`config.mk`:
```
export PLATFORM = sky130hd
export DESIGN_NAME = uart_rx_os
export DESIGN_NICKNAME = d
export VERILOG_FILES = /design/src/rtl/uart_pkg.sv /design/src/rtl/uart_os_tick.sv /design/src/rtl/uart_rx_os.sv
export SDC_FILE = /design/constraint.sdc
export NUM_CORES = 1
export LEC_CHECK = 0
export BUFFER_PORTS_ARGS = -buffer_cell sky130_fd_sc_hd__buf_4
export CORE_UTILIZATION = 58
export CTS_CLUSTER_DIAMETER = 80
export DETAILED_ROUTE_END_ITERATION = 16
export PLACE_DENSITY_LB_ADDON = 0.08
export SLEW_MARGIN = 20
export SYNTH_ARGS = -nofsm -noshare
export SYNTH_HDL_FRONTEND = slang
export SYNTH_SLANG_ARGS = --single-unit
```
`constraint.sdc`:
```
create_clock -name clk -period 2.5 [get_ports clk]
set_clock_uncertainty 0.2 [all_clocks]
set_input_delay 0.5 -clock clk [delete_from_list [all_inputs] [get_ports clk]]
set_output_delay 0.5 -clock clk [all_outputs]
set_load 0.1 [all_outputs]
```
`src/rtl/uart_pkg.sv`:
```
// uart_pkg: shared UART FSM states, oversample divider helper and default clocking constants.
package uart_pkg;
  localparam int DEF_CLK_FREQ = 50_000_000;
  localparam int DEF_BAUD_RATE = 9600;
`ifdef UART_RX_PARITY_EN
  typedef enum logic [2:0] {IDLE, START, DATA, PARITY, STOP} state_t;
`else
  typedef enum logic [2:0] {IDLE, START, DATA, STOP} state_t;
`endif
  function automatic int calc_div(input int clk_freq, input int baud_rate, input int oversample);
    int d;
    d = clk_freq / (baud_rate * oversample);
    return d < 1 ? 1 : d;
  endfunction
endpackage

```
`src/rtl/uart_os_tick.sv`:
```
// uart_os_tick: oversample tick divider plus sample index within a bit; restart realigns both.
module uart_os_tick #(
  parameter int DIV = 1,
  parameter int OVERSAMPLE = 16
) (
  input  logic                          clk,
  input  logic                          reset,
  input  logic                          restart,
  output logic                          tick,
  output logic [$clog2(OVERSAMPLE)-1:0] idx
);
  localparam int DW = DIV > 1 ? $clog2(DIV) : 1;
  localparam int IW = $clog2(OVERSAMPLE);
  logic [DW-1:0] dcnt;
  assign tick = dcnt == DW'(DIV - 1);
  always_ff @(posedge clk)
    if (reset || restart) begin
      dcnt <= '0;
      idx <= '0;
    end else if (tick) begin
      dcnt <= '0;
      idx <= idx == IW'(OVERSAMPLE - 1) ? '0 : idx + 1'b1;
    end else
      dcnt <= dcnt + 1'b1;
endmodule

```
`src/rtl/uart_rx_os.sv`:
```
// uart_rx_os: oversampling UART receiver with 2-of-3 mid-bit voting, valid/ready hold and overrun pulse.
// Define UART_RX_PARITY_EN to receive and check a parity bit (even/odd by PARITY_ODD).
module uart_rx_os
  import uart_pkg::*;
#(
  parameter int CLK_FREQ   = DEF_CLK_FREQ,
  parameter int BAUD_RATE  = DEF_BAUD_RATE,
  parameter int DATA_BITS  = 8,
  parameter int STOP_BITS  = 1,
  parameter int OVERSAMPLE = 16,
  parameter int PARITY_ODD = 0
) (
  input  logic                 clk,
  input  logic                 reset,
  input  logic                 rx,
  input  logic                 rx_ready,
  output logic [DATA_BITS-1:0] rx_data,
  output logic                 rx_valid,
  output logic                 rx_busy,
  output logic                 parity_err,
  output logic                 frame_err,
  output logic                 break_det,
  output logic                 overrun_err
);
  localparam int IW = $clog2(OVERSAMPLE);
  localparam logic [IW-1:0] S0 = IW'(OVERSAMPLE / 2 - 1);
  localparam logic [IW-1:0] S1 = IW'(OVERSAMPLE / 2);
  localparam logic [IW-1:0] S2 = IW'(OVERSAMPLE / 2 + 1);
  localparam logic [IW-1:0] LAST = IW'(OVERSAMPLE - 1);
`ifdef UART_RX_PARITY_EN
  localparam state_t AFTER_DATA = PARITY;
`else
  localparam state_t AFTER_DATA = STOP;
`endif
  if (DATA_BITS < 5 || DATA_BITS > 9 || STOP_BITS < 1 || STOP_BITS > 2 || OVERSAMPLE < 8 ||
      OVERSAMPLE % 2 != 0 || PARITY_ODD < 0 || PARITY_ODD > 1) begin : g_bad_params
    $error("uart_rx_os: illegal parameter value");
  end
  state_t state;
  logic rx_s1, rx_s2, rx_d, smp0, smp1, maj, restart, tick, mid, bit_end, last_stop;
  logic fe, brk, fe_fin, brk_fin;
  logic [IW-1:0] idx;
  logic [3:0] bcnt;
  logic [DATA_BITS-1:0] shreg;
`ifdef UART_RX_PARITY_EN
  logic par, pe;
`endif
  assign restart = state == IDLE && rx_d && !rx_s2;
  assign maj = (smp0 & smp1) | (smp0 & rx_s2) | (smp1 & rx_s2);
  assign mid = tick && idx == S2;
  assign bit_end = tick && idx == LAST;
  assign last_stop = bcnt == 4'(STOP_BITS - 1);
  assign fe_fin = fe || !maj;
  // break only looks at the first stop bit
  assign brk_fin = brk && (bcnt != '0 || !maj);
  assign rx_busy = state != IDLE;
  uart_os_tick #(.DIV(calc_div(CLK_FREQ, BAUD_RATE, OVERSAMPLE)), .OVERSAMPLE(OVERSAMPLE)) u_tick (
    .clk(clk), .reset(reset), .restart(restart), .tick(tick), .idx(idx)
  );
  always_ff @(posedge clk)
    {rx_d, rx_s2, rx_s1} <= reset ? 3'b111 : {rx_s2, rx_s1, rx};
  always_ff @(posedge clk)
    if (reset) begin
      state <= IDLE;
      bcnt <= '0;
      shreg <= '0;
      {smp0, smp1} <= 2'b11;
      {fe, brk} <= 2'b00;
      rx_data <= '0;
      {rx_valid, frame_err, break_det, overrun_err} <= 4'b0000;
`ifdef UART_RX_PARITY_EN
      {par, pe, parity_err} <= 3'b000;
`endif
    end else begin
      overrun_err <= 1'b0;
      if (rx_valid && rx_ready) rx_valid <= 1'b0;
      if (tick && idx == S0) smp0 <= rx_s2;
      if (tick && idx == S1) smp1 <= rx_s2;
      case (state)
        IDLE: if (restart) begin
          state <= START;
          bcnt <= '0;
          {fe, brk} <= 2'b01;
`ifdef UART_RX_PARITY_EN
          {par, pe} <= {1'(PARITY_ODD), 1'b0};
`endif
        end
        START: if (mid && maj) state <= IDLE;
          else if (bit_end) state <= DATA;
        DATA: begin
          if (mid) begin
            shreg <= {maj, shreg[DATA_BITS-1:1]};
            brk <= brk && !maj;
`ifdef UART_RX_PARITY_EN
            par <= par ^ maj;
`endif
          end
          if (bit_end && bcnt == 4'(DATA_BITS - 1)) begin
            bcnt <= '0;
            state <= AFTER_DATA;
          end else if (bit_end) bcnt <= bcnt + 1'b1;
        end
`ifdef UART_RX_PARITY_EN
        PARITY: begin
          if (mid) begin
            pe <= par ^ maj;
            brk <= brk && !maj;
          end
          if (bit_end) state <= STOP;
        end
`endif
        STOP: if (mid && last_stop) begin
          state <= IDLE;
          if (!rx_valid || rx_ready) begin
            rx_data <= shreg;
            rx_valid <= 1'b1;
            frame_err <= fe_fin;
            break_det <= brk_fin;
`ifdef UART_RX_PARITY_EN
            parity_err <= pe;
`endif
          end else overrun_err <= 1'b1;
        end else if (mid) begin
          fe <= fe_fin;
          brk <= brk_fin;
        end else if (bit_end) bcnt <= bcnt + 1'b1;
        default: state <= IDLE;
      endcase
    end
`ifndef UART_RX_PARITY_EN
  assign parity_err = 1'b0;
`endif
endmodule

```
* Word level (Yosys, flattened, before mapping)
Index checks and enable logic that the tools add are counted.
Storage, ports and cells: register bits after elaboration 47, input port bits 4, output and inout port bits 14
Cells by class: add/sub/neg operators 3, reductions and logical operators 33, equality and inequality tests 17, multiplexer cells 27, bitwise gates (word level) 7
Operators with widths (number):
- 4-bit two-way mux | 6
- 3-bit two-way mux | 5
- 4-bit == test (second input constant) | 3
- 1-bit logical AND | 12
- 1-bit two-way mux | 12
- 2-bit inequality test (second input constant) | 6
- 3-bit one-hot mux with 4 select lines | 1
- 4-bit one-hot mux with 3 select lines | 1
- 4-bit AND reduction | 3
- 9-bit by 1-bit adder with 9-bit output (second input constant) | 1
- 9-bit == test (second input constant) | 1
- 4-bit by 1-bit adder with 4-bit output (second input constant) | 2
- 4-bit by 3-bit == test with 1-bit output (second input constant) | 2
- 3-bit by 2-bit == test with 1-bit output (second input constant) | 2
- 3-bit nonzero test | 2
- 5-bit AND reduction | 1
- 4-bit logical NOT | 1
- 1-bit logical OR | 4
- 4-bit nonzero test | 1
- 1-bit bitwise AND | 3
- 3-bit by 1-bit == test with 1-bit output (second input constant) | 1
- 1-bit logical NOT | 3
- 3-bit logical NOT | 1
- 3-bit inequality test (second input constant) | 1
- other kinds (10) | 12

* Logic depth before layout (Yosys ltp)
depth after elaboration 9, depth in mapped cells 7

* By module
From an unflattened synthesis, not the netlist that was laid out.
Unflattened totals: cell total of the unflattened synthesis 230, area total of the unflattened synthesis 2134.5 µm²
By module, submodules not included:
- uart_rx_os | area each 1481.4 µm², instances 1, cells each 159
- uart_os_tick | area each 653.1 µm², instances 1, cells each 71

* Worst setup path after synthesis
No wires, ideal clock.
path type register to register, from reg u_tick.dcnt[3], to reg rx_data[0], data arrival time 1.854 ns, stages on the path, launching flop included 7, slack 0.314 ns, buffers on the path 2, setup time 0.132 ns, required time 2.168 ns, period minus slack after synthesis 2.186 ns, path through dfxtp_1 or4b_1 buf_2 or4_1 buf_2 o21ai_1 a21oi_1
On the way: word-level cells in the longest chain between the ends 4
Ends and longest elaborated chain:
- from (decl) | line uart_os_tick.sv:14 | logic [DW-1:0] dcnt;
- from (signal assigned) | line uart_os_tick.sv:24 | dcnt <= dcnt + 1'b1;
- 9-bit == test | line uart_os_tick.sv:15 | assign tick = dcnt == DW'(DIV - 1);
- 1-bit logical AND | line uart_rx_os.sv:50 | assign mid = tick && idx == S2;
- 1-bit logical AND | line uart_rx_os.sv:112 | STOP: if (mid && last_stop) begin
- 3-bit AND reduction (no source line)
- to (signal assigned) | line uart_rx_os.sv:115 | rx_data <= shreg;
- to (decl) | line uart_rx_os.sv:17 | output logic [DATA_BITS-1:0] rx_data,
Every way passes these cells. A chain may end at the register's enable or synchronous reset.

* Final worst setup path
from reg u_tick.dcnt[3], to reg rx_data[4]
The elaborated chain is that of the path after synthesis.

==> summary.md <==
| Metric | Value |
|---|---|
| Syn avg cell area | `8.73 sq um` |
| Starting density of the core | `61.8%` |
| Nets | `270` |
| RSZ-0062 raised after global routing | `false` |
| Yosys reg bits | `46` |
| Largest net degree at the start of global routing | `33` |
| Peak VDD IR | `318 uV` |
| Synth Area in Adders | `4.62%` |
| CTS buffer count | `5` |
| Post-route cell area | `2350 sq um` |
| Final setup viols | `0` |
| Cells after Synth | `242` |
| Vias in the first global route | `1,640` |
| Compound-Gate Fraction of Synth Area | `14.6%` |
| Synth top area share | `43.6%` |
| Setup crit end kind | `flip-flop` |
| Sink Count | `46` |
| Die area | `3890 sq um` |
| Main synth FF type | `dfxtp_1` |
| Slew margin rel. | `61.2%` |
| Diodes inserted | `0` |
| Async set-reset flop share out of synthesis | `0%` |
| Startpoint class of the critical path | `flip-flop` |
| Post-synthesis sequential area ratio | `43.6%` |
| Min Clock Period, post-route | `2230 ps` |
| Drt total wl | `4090 um` |
| EDFF count, synth | `0` |
| # IOs | `18` |
| Placer Congestion | `0.813` |
| Critical Path Max Stage Delay | `720 ps` |
| DIE WIDTH | `62.3 um` |
| Largest cells by area after synthesis | `dfxtp_1 (44%), nand3_1 (5.0%), a21oi_1 (4.7%)` |
| Worst path cell trace | `or4b_1 > or4_1 > o21ai_1 > a21oi_1` |
| Fill count | `295` |
| Layout cells sized above 1 | `15.0%` |
| CTS H-tree depth | `2` |
| Arrival time worst endpoint | `2290 ps` |
| Fin Setup TNS | `0 ps` |
| Post-Synth XOR/XNOR Area | `3.32%` |
| Via count | `1,744` |
| CTS Buffer Depth | `2` |
| Max Clk Rate | `448 MHz` |
| Initial DRC Count | `126` |
| Net Count, Synth | `253` |
| Number of distinct library cells after synthesis | `46` |
| Hold Buf Count CTS | `0` |
| Mapped Area | `2110 sq um` |
| Final HPWL DP | `2900 um` |
| Die height | `62.3 um` |
| Cell Area, Placed | `2290 sq um` |
| Pre-antenna DRT Iters | `4` |
| Power Dens Cells | `498 nW/um^2` |
| WL per Instance | `13.4 um` |
| Dpl cells | `298` |
| Period Utilization, post-route | `89.3%` |
| Worst Max-Slew Pin Slew | `578 ps` |
| Non-Filler Instances | `306` |
| Area leader, netlist | `dfxtp_1` |
| Clock transition at the registers of the reported paths | `140 ps` |
| Final Hold Vio Count | `0` |
| Outcome | `complete, no violations` |
| Overall power | `1170 uW` |
| Hold slack | `114 ps` |
| Clk root buf | `clkbuf_4` |
| Commonest cells in the netlist | `dfxtp_1 (46), nor2_1 (25), nand3_1 (21)` |
| Largest family of logic cells by synthesized area | `simple AND/OR/NAND/NOR gates` |
| Worst-skew pair later-pin latency | `370 ps` |
| DRC violations left | `0` |
| Core ar. | `3420 sq um` |
| Post-CTS setup buffers | `0` |
| Count leader, synth | `dfxtp_1` |
| Slowest stage cell, crit path | `or4_1` |
| Leak | `0.000853 uW` |
| Hold Crit Class | `in2reg` |
| Via-to-Cell Ratio | `5.70` |
| Layout area overhead | `11.1%` |
| Crit-path max FO | `9` |
| Initial antenna violation count | `0` |
| Grt ovf | `0` |
| CTS tree | `built` |
| Port bufs | `16` |
| Max Slew Vio Count | `0` |
| Post_cts resized | `0` |
| Number of core rows | `21` |
| Crit path required time | `2560 ps` |
| Tot GR Track Use | `23.4%` |
| Final ANT Viol Nets | `0` |
| R2R setup slack | `270 ps` |
| Critical path type | `reg2reg` |
| Post-synthesis mux area share | `3.79%` |
| Simple-Gate Fraction of Synth Area | `25.6%` |
| First-pass GRT wire length | `7180 um` |
| Yosys warning count | `0` |
| Maxcap violations | `0` |
==> stage by stage <==
step,utilization [%],setup slack [ps]
floorplan,-,314
global placement,67.1,329
detailed placement,67.1,291
CTS,68.7,267
global route,68.7,146
finish,68.7,267
==> placed cells by master, fill, tap and decap left out, types with 3 or more instances in the layout <==
| cell type | Yosys | routed |
|---|---|---|
| nand2b_1 | 4 | 4 |
| or4_1 | 3 | 3 |
| nor3b_1 | 3 | 3 |
| nor3_1 | 6 | 6 |
| or2_2 | 5 | 5 |
| mux2i_1 | 8 | 8 |
| a21oi_1 | 20 | 20 |
| a211oi_1 | 3 | 3 |
| nand2_1 | 13 | 13 |
| xnor2_1 | 5 | 5 |
| dfxtp_1 | 46 | 46 |
| inv_1 | 9 | 9 |
| o21ai_1 | 9 | 9 |
| o21ai_0 | 4 | 4 |
| xor2_1 | 3 | 3 |
| buf_4 | 1 | 23 |
| and4b_1 | 3 | 3 |
| nand3_1 | 21 | 21 |
| clkbuf_4 | 0 | 5 |
| ha_1 | 7 | 7 |
| nor2_1 | 25 | 25 |
==> power by group <==
part | leakage, uW | switching, uW | internal, uW
registers | 0.000372 | 9.04 | 741
clock network | 0.0000322 | 244 | 111
logic | 0.000449 | 41.7 | 21.5
==> area by class of cell <==
| cell class | instances | area [sq um] | area share [%] |
|---|---|---|---|
| clock buffer | 6 | 41.3 | 1.76 |
| clock inverter | 2 | 13.8 | 0.587 |
| inverter | 9 | 33.8 | 1.44 |
| multi-input combinational | 174 | 1110 | 47.1 |
| sequential | 46 | 921 | 39.3 |
| tap | 46 | 57.6 | 2.45 |
| timing repair buffer | 23 | 173 | 7.36 |
==> layer usage <==
layer	global-route usage, %	vias to the layer above	part of all wire (%)
met5	0	-	0
met4	11.3	0	2.0
met3	4.41	8	3.7
met2	39.4	32	47
met1	28.7	811	48
li1	-	893	-
==> critical path: cells and delay by family (launching register included) <==
family | cells | cell delay [ps]
and+or+nand+nor | 2 | 1270
DFF | 1 | 380
AOI/OAI and AO/OA | 2 | 290
==> flip-flops by register name, indices dropped and copies added, names as in the netlist, 2 cells and up <==
name and cells:
u_tick.idx 4, u_tick.dcnt 9, state 2, rx_data 8, shreg 8, bcnt 4
==> kinds of logic (layout without fill, tap and decap cells) <==
kind of cell,after synthesis,count (layout)
AOI/OAI and AO/OA,50,50
xor gates and xnor gates,8,8
adders and majority gates,8,8
buffers and inverters,22,40
DFF,46,46
muxes,8,8
other,1,1
and+or+nand+nor,99,99
==> worst paths after layout <==
kind                                   from                       to  depth (start not counted)
setup / recovery  u_tick.dcnt[3]$_SDFF_PP0_  rx_data[4]$_SDFFE_PP0P_                          4
hold / removal                           rx         rx_s1$_SDFF_PP1_                          2
setup reg to reg  u_tick.dcnt[3]$_SDFF_PP0_  rx_data[4]$_SDFFE_PP0P_                          4
hold reg to reg            rx_s1$_SDFF_PP1_         rx_s2$_SDFF_PP1_                          1
(Power assumes the default switching activity.)
